**src/rtl/vector_recorder_pkg.sv**
```systemverilog
// Shared types for the vector recorder. VECTOR_RECORDER_TIMESTAMP_EN adds a
// 16-bit capture timestamp to every stored entry.
package vector_recorder_pkg;

  typedef enum logic [1:0] {
    IDLE    = 2'd0,
    CAPTURE = 2'd1,
    DRAIN   = 2'd2
  } vrec_state_t;

  localparam int TS_W = 16;

`ifdef VECTOR_RECORDER_TIMESTAMP_EN
  localparam int TS_EXTRA = TS_W;
`else
  localparam int TS_EXTRA = 0;
`endif

endpackage

```
**src/rtl/vector_recorder_mem.sv**
```systemverilog
// Entry buffer for the vector recorder: flop array, one synchronous write
// port and one combinational read port. Contents are intentionally not reset.
module vrec_mem #(
  parameter int DEPTH   = 16,
  parameter int ENTRY_W = 4
) (
  input  logic                     clk,
  input  logic                     we_i,
  input  logic [$clog2(DEPTH)-1:0] waddr_i,
  input  logic [ENTRY_W-1:0]       wdata_i,
  input  logic [$clog2(DEPTH)-1:0] raddr_i,
  output logic [ENTRY_W-1:0]       rdata_o
);

  logic [ENTRY_W-1:0] mem_q [DEPTH];

  always_ff @(posedge clk) begin
    if (we_i) begin
      mem_q[waddr_i] <= wdata_i;
    end
  end

  assign rdata_o = mem_q[raddr_i];

endmodule

```
**src/rtl/vector_recorder.sv**
```systemverilog
// Records WIDTH-bit samples into a buffer, then plays them back over a
// valid/ready port. VECTOR_RECORDER_TIMESTAMP_EN prefixes each entry with a 16-bit cycle stamp.
module vector_recorder
  import vector_recorder_pkg::*;
#(
  parameter int WIDTH = 4,
  parameter int DEPTH = 16
) (
  input  logic                         clk,
  input  logic                         reset_n,
  input  logic                         arm,
  input  logic                         stop,
  input  logic                         sample_valid,
  input  logic [WIDTH-1:0]             sample,
  output logic                         rd_valid,
  input  logic                         rd_ready,
  output logic [WIDTH+TS_EXTRA-1:0]    rd_data,
  output logic                         rd_last,
  output logic [$clog2(DEPTH+1)-1:0]   count,
  output logic                         busy,
  output logic                         overflow,
  output logic                         done
);

  localparam int AW      = $clog2(DEPTH);
  localparam int CW      = $clog2(DEPTH+1);
  localparam int ENTRY_W = WIDTH + TS_EXTRA;
  localparam logic [CW-1:0] FULL = CW'(DEPTH);

  // Playback handshake: an entry transfers on a cycle where rd_valid && rd_ready;
  // rd_data/rd_last hold steady while rd_valid && !rd_ready.

  vrec_state_t       state_q, state_d;
  logic [CW-1:0]     count_q, count_d;
  logic [AW-1:0]     wr_ptr_q, wr_ptr_d;
  logic [CW-1:0]     rd_cnt_q, rd_cnt_d;
  logic              overflow_q, overflow_d;
  logic              wr_en;
  logic [ENTRY_W-1:0] wr_data;

  // rd_cnt is one bit wider than the read pointer so a full drain compares cleanly with count.
  always_comb begin
    state_d    = state_q;
    count_d    = count_q;
    wr_ptr_d   = wr_ptr_q;
    rd_cnt_d   = rd_cnt_q;
    overflow_d = overflow_q;
    wr_en      = 1'b0;
    rd_valid   = 1'b0;
    rd_last    = 1'b0;
    done       = 1'b0;
    case (state_q)
      IDLE: begin
        if (arm) begin
          state_d    = CAPTURE;
          count_d    = '0;
          wr_ptr_d   = '0;
          rd_cnt_d   = '0;
          overflow_d = 1'b0;
        end
      end
      CAPTURE: begin
        if (sample_valid) begin
          if (count_q != FULL) begin
            wr_en    = 1'b1;
            wr_ptr_d = wr_ptr_q + AW'(1);
            count_d  = count_q + CW'(1);
          end else begin
            overflow_d = 1'b1;
          end
        end
        if (stop || (count_q == FULL)) begin
          state_d = DRAIN;
        end
      end
      DRAIN: begin
        rd_valid = (rd_cnt_q != count_q);
        rd_last  = rd_valid && (rd_cnt_q == count_q - CW'(1));
        if (!rd_valid) begin
          done    = 1'b1;
          state_d = IDLE;
        end else if (rd_ready) begin
          rd_cnt_d = rd_cnt_q + CW'(1);
          if (rd_last) begin
            done    = 1'b1;
            state_d = IDLE;
          end
        end
      end
      default: state_d = IDLE;
    endcase
  end

  always_ff @(posedge clk or negedge reset_n) begin
    if (!reset_n) begin
      state_q    <= IDLE;
      count_q    <= '0;
      wr_ptr_q   <= '0;
      rd_cnt_q   <= '0;
      overflow_q <= 1'b0;
    end else begin
      state_q    <= state_d;
      count_q    <= count_d;
      wr_ptr_q   <= wr_ptr_d;
      rd_cnt_q   <= rd_cnt_d;
      overflow_q <= overflow_d;
    end
  end

`ifdef VECTOR_RECORDER_TIMESTAMP_EN
  logic [TS_W-1:0] ts_q, ts_d;

  always_comb begin
    ts_d = ts_q;
    if ((state_q == IDLE) && arm) begin
      ts_d = '0;
    end else if (state_q == CAPTURE) begin
      ts_d = ts_q + TS_W'(1);
    end
  end

  always_ff @(posedge clk or negedge reset_n) begin
    if (!reset_n) begin
      ts_q <= '0;
    end else begin
      ts_q <= ts_d;
    end
  end

  assign wr_data = {ts_q, sample};
`else
  assign wr_data = sample;
`endif

  vrec_mem #(
    .DEPTH   (DEPTH),
    .ENTRY_W (ENTRY_W)
  ) u_mem (
    .clk     (clk),
    .we_i    (wr_en),
    .waddr_i (wr_ptr_q),
    .wdata_i (wr_data),
    .raddr_i (rd_cnt_q[AW-1:0]),
    .rdata_o (rd_data)
  );

  assign count    = count_q;
  assign busy     = (state_q != IDLE);
  assign overflow = overflow_q;

endmodule
```
**config.mk**
```make
export PLATFORM = sky130hd
export DESIGN_NAME = vector_recorder
export DESIGN_NICKNAME = d
export VERILOG_FILES = /design/src/rtl/vector_recorder_pkg.sv /design/src/rtl/vector_recorder_mem.sv /design/src/rtl/vector_recorder.sv
export SDC_FILE = /design/constraint.sdc
export NUM_CORES = 1
export LEC_CHECK = 0
export CAP_MARGIN = 20
export CORE_MARGIN = 2
export CORE_UTILIZATION = 50
export CTS_CLUSTER_DIAMETER = 40
export DETAILED_ROUTE_END_ITERATION = 7
export HOLD_SLACK_MARGIN = 0.05
export MAX_ROUTING_LAYER = met4
export PLACE_DENSITY = 0.77
export SLEW_MARGIN = 5
export SYNTH_ARGS = -nofsm -noshare
export SYNTH_HDL_FRONTEND = slang
export SYNTH_SLANG_ARGS = --single-unit
export TNS_END_PERCENT = 1
```
**constraint.sdc**
```tcl
create_clock -name clk -period 2.6 [get_ports clk]
set_clock_uncertainty 0.15 [all_clocks]
set_input_delay 0.78 -clock clk [delete_from_list [all_inputs] [get_ports clk]]
set_output_delay 0.78 -clock clk [all_outputs]
set_load 0.005 [all_outputs]
```
==> impl_metrics.csv <==
group,metric,value,unit
yosys,synth_cell_types,41,
yosys,ys.warnings.count,0,
die,io_pins,24,
timing,holdWs,0.422,ns
drt,maxUsedRoutingLayer,"met4",
drt,drtIter0Drc,192,
power,p_int,2.67,mW
clocking,clk-insertion-delay-late,0.36,ns
power,p_leak,1.73,nW
worst_setup_path,critPathMaxStageDelay,0.44,ns
layout,num_antenna_cells,0,
timing,period_needed,3.01,ns
clocking,root_buffer,"clkbuf_8",
worst_setup_path,crit_top_cell,"buf_12",
yosys,synth_edf_count,64,
run,maxCapViolCount,0,
yosys,yosysSeqAreaShare,64.2,%
timing,max_slew_margin,59.7,%
power,irDropWorstVdd,405,uV
clocking,numCtsBuffers,9,
worst_setup_path,startpoint_type,"register",
layout,mostFrequentLayoutCell,"edfxtp_1",
yosys,synthArstFlopShare,21.0,%
layout,area_growth,25.9,%
placement,gp_congestion,0.814,
die,core_area,7180,um2
timing,hold_viol_final,0,
worst_setup_path,required,1.67,ns
run_status,status,"complete, but fails checks",
timing,drv_slew,0,
run_status,violations,"negative setup slack",
yosys,synth.avg_cell_area,15.1,um2
timing,setup_tns,-2.39,ns
die,die-area,8010,um2
drt,wl_met2,3.81,mm
drt,post_drt_wl_per_cell,18.1,um
clocking,clk_pin_slew,0.09,ns
layout,fin_util,64.1,%
drt,drt_pass1_iterations,4,
clocking,numClockSinks,81,
power,p_clk_share,27.8,%
layout,fillers,508,
drt,viasPerCell,5.47,
die,fp.dieW,89.5,um
placement,place_hpwl,5.10,mm
placement,port_buffers,23,
power,sw_frac_of_total,28.3,%
power,seqPwrFrac,40.7,%
clocking,hold_buffers,0,
worst_setup_path,crit_family,"multiplexers",
drt,wl_met3,398,um
yosys,synth-seq-cells,81,
global_route,grt_first_pass_wirelength,11.8,mm
die,row_count,31,
power,net-switching-power,1.05,mW
timing,rsz0062_at_grt,"true",
layout,design_area,4600,um2
yosys,syn_area,3660,um2
layout,multiInputGateArea,1280,um2
layout,drive_gt1_share,31.3,%
drt,wl_met1,3.19,mm
clocking,clockBufferDepth,2,
worst_setup_path,crit_arrival,2.08,ns
worst_setup_path,path_class,"register to output port",
layout,fin_nets,328,
power,p_comb_share,31.5,%
worst_setup_path,critPathBufInv,4,
worst_setup_path,cp_cell_sequence,"buf_12 -> buf_12 -> buf_6 -> mux4_2 -> mux2i_1 -> a21oi_1 -> buf_2",
placement,placed_cell_area,4200,um2
yosys,synth_nets,259,
global_route,grt_max_degree,18,
timing,worst_slack,-0.406,ns
drt,wl,7.51,mm
worst_setup_path,critPathMaxFanout,8,
power,power_density,810,nW/um2
worst_setup_path,timing.critical_path.slowest_stage_cell,"dfrtp_2",
timing,worst-slew-pin-transition,0.603,ns
die,die_h,89.5,um
drt,drc,0,
clocking,cts_tree,"built",
timing,fmax,0.333,GHz
yosys,synth_flop_cell,"edfxtp_1",
die,start_util,51.0,%
layout,seq_area,2350,um2
drt,drtAntennaViolNets,0,
global_route,grt_overflow,0,
layout,layout_common_cells,"edfxtp_1, buf_4, and2_1",
worst_setup_path,cp-end-kind,"output port",
global_route,grt_pass1_vias,2231,
global_route,grtUsageTotal,21.5,%
drt,vias,2268,
clocking,htree_num_levels,3,
global_route,grt_antenna_before_repair,0,
timing,min_period_over_period,116,%
worst_hold_path,min-delay-path-class,"register to register",
timing,setup_viol,7,
yosys,synth_cells,242,
==> synth_stat cells, types with 4 or more instances <==
cell type	count	area, um2
ha_1	7	87.6
nand2_1	11	41.3
nor2b_1	9	56.3
a211oi_1	4	30.0
mux2i_1	5	50.1
mux4_2	16	360
a21oi_1	7	35.0
nand3_1	4	20.0
edfxtp_1	64	1920
inv_1	8	30.0
dfrtp_1	17	425
nand4_1	4	25.0
nor2_1	14	52.6
o21ai_0	6	30.0
and2_1	17	106
xor2_1	11	96.3
==> logic make-up after synthesis <==
family / after synthesis / share of synthesized area [%]
DFF: 81 / 64.2
and+or+nand+nor: 73 / 11.3
AOI/OAI and AO/OA: 28 / 5.13
muxes: 21 / 11.2
buffers and inverters: 18 / 2.36
xor gates and xnor gates: 14 / 3.35
adders and majority gates: 7 / 2.40
==> state kept, by name, indices dropped and copies added, names as in the netlist <==
name and cells:
u_mem.mem_q 64, count 5, rd_cnt_q 5, wr_ptr_q 4
state_q 2, overflow 1
==> layout make-up <==
cell class	count	area share (%)
Tap cell	99	2.69
Inverter	8	0.652
Multi-Input combinational cell	143	27.7
Clock inverter	7	2.20
Sequential cell	81	51.0
Clock buffer	9	2.69
Timing Repair Buffer	68	13.0
==> routing by layer <==
metal / global-route usage, % / up-vias
li1: - / 1051
met1: 28.9 / 1142
met2: 32.3 / 62
met3: 4.25 / 13
met4: 9.23 / 0
met5: - / -
==> worst min-delay path, delay by kind of cell (launching register included) <==
kind               cells  cell delay (ns)
and+or+nand+nor        1             0.11
AOI/OAI and AO/OA      1             0.05
DFF                    1             0.37
==> per-stage QoR <==
stage               std cells  worst slack [ns]  power [mW]
global placement          384            -0.335        2.50
detailed placement        384            -0.351        2.53
floorplan                 242            0.0886        2.10
CTS                       414            -0.437        3.71
finish                    415            -0.406        3.73
global route              415            -0.483        3.91
==> path summary, 6_finish.rpt <==
path                                  start           endpoint  slack (ns)  cells past startpoint
worst max-delay path            rd_cnt_q[0]         rd_data[0]       -0.41                      7
worst min-delay path               overflow           overflow        0.42                      2
worst max register to register     count[2]  u_mem.mem_q[6][1]        0.32                      6
worst min register to register     overflow           overflow        0.42                      2
max in group asynchronous           reset_n        rd_cnt_q[0]        1.51                      2
min in group asynchronous           reset_n         state_q[0]        0.58                      2
==> power by group through the flow <==
stage               clock network (mW)  registers, mW  logic, mW
floorplan                            0           1.56      0.541
global placement                     0           1.54      0.964
detailed placement                   0           1.54      0.989
CTS                               1.04           1.52       1.14
global route                      1.10           1.53       1.28
finish                            1.04           1.52       1.18
==> timing repair <==
item / CTS / global route
cloned: 1 / 0
pin swaps: 8 / 5
gates resized for setup: 33 / 13
buffers inserted: 13 / 1
endpoints found under the setup margin: 7 / 8
hold endpoints to repair: 0 / 0
Note: power is estimated with default switching activity, not from simulation.
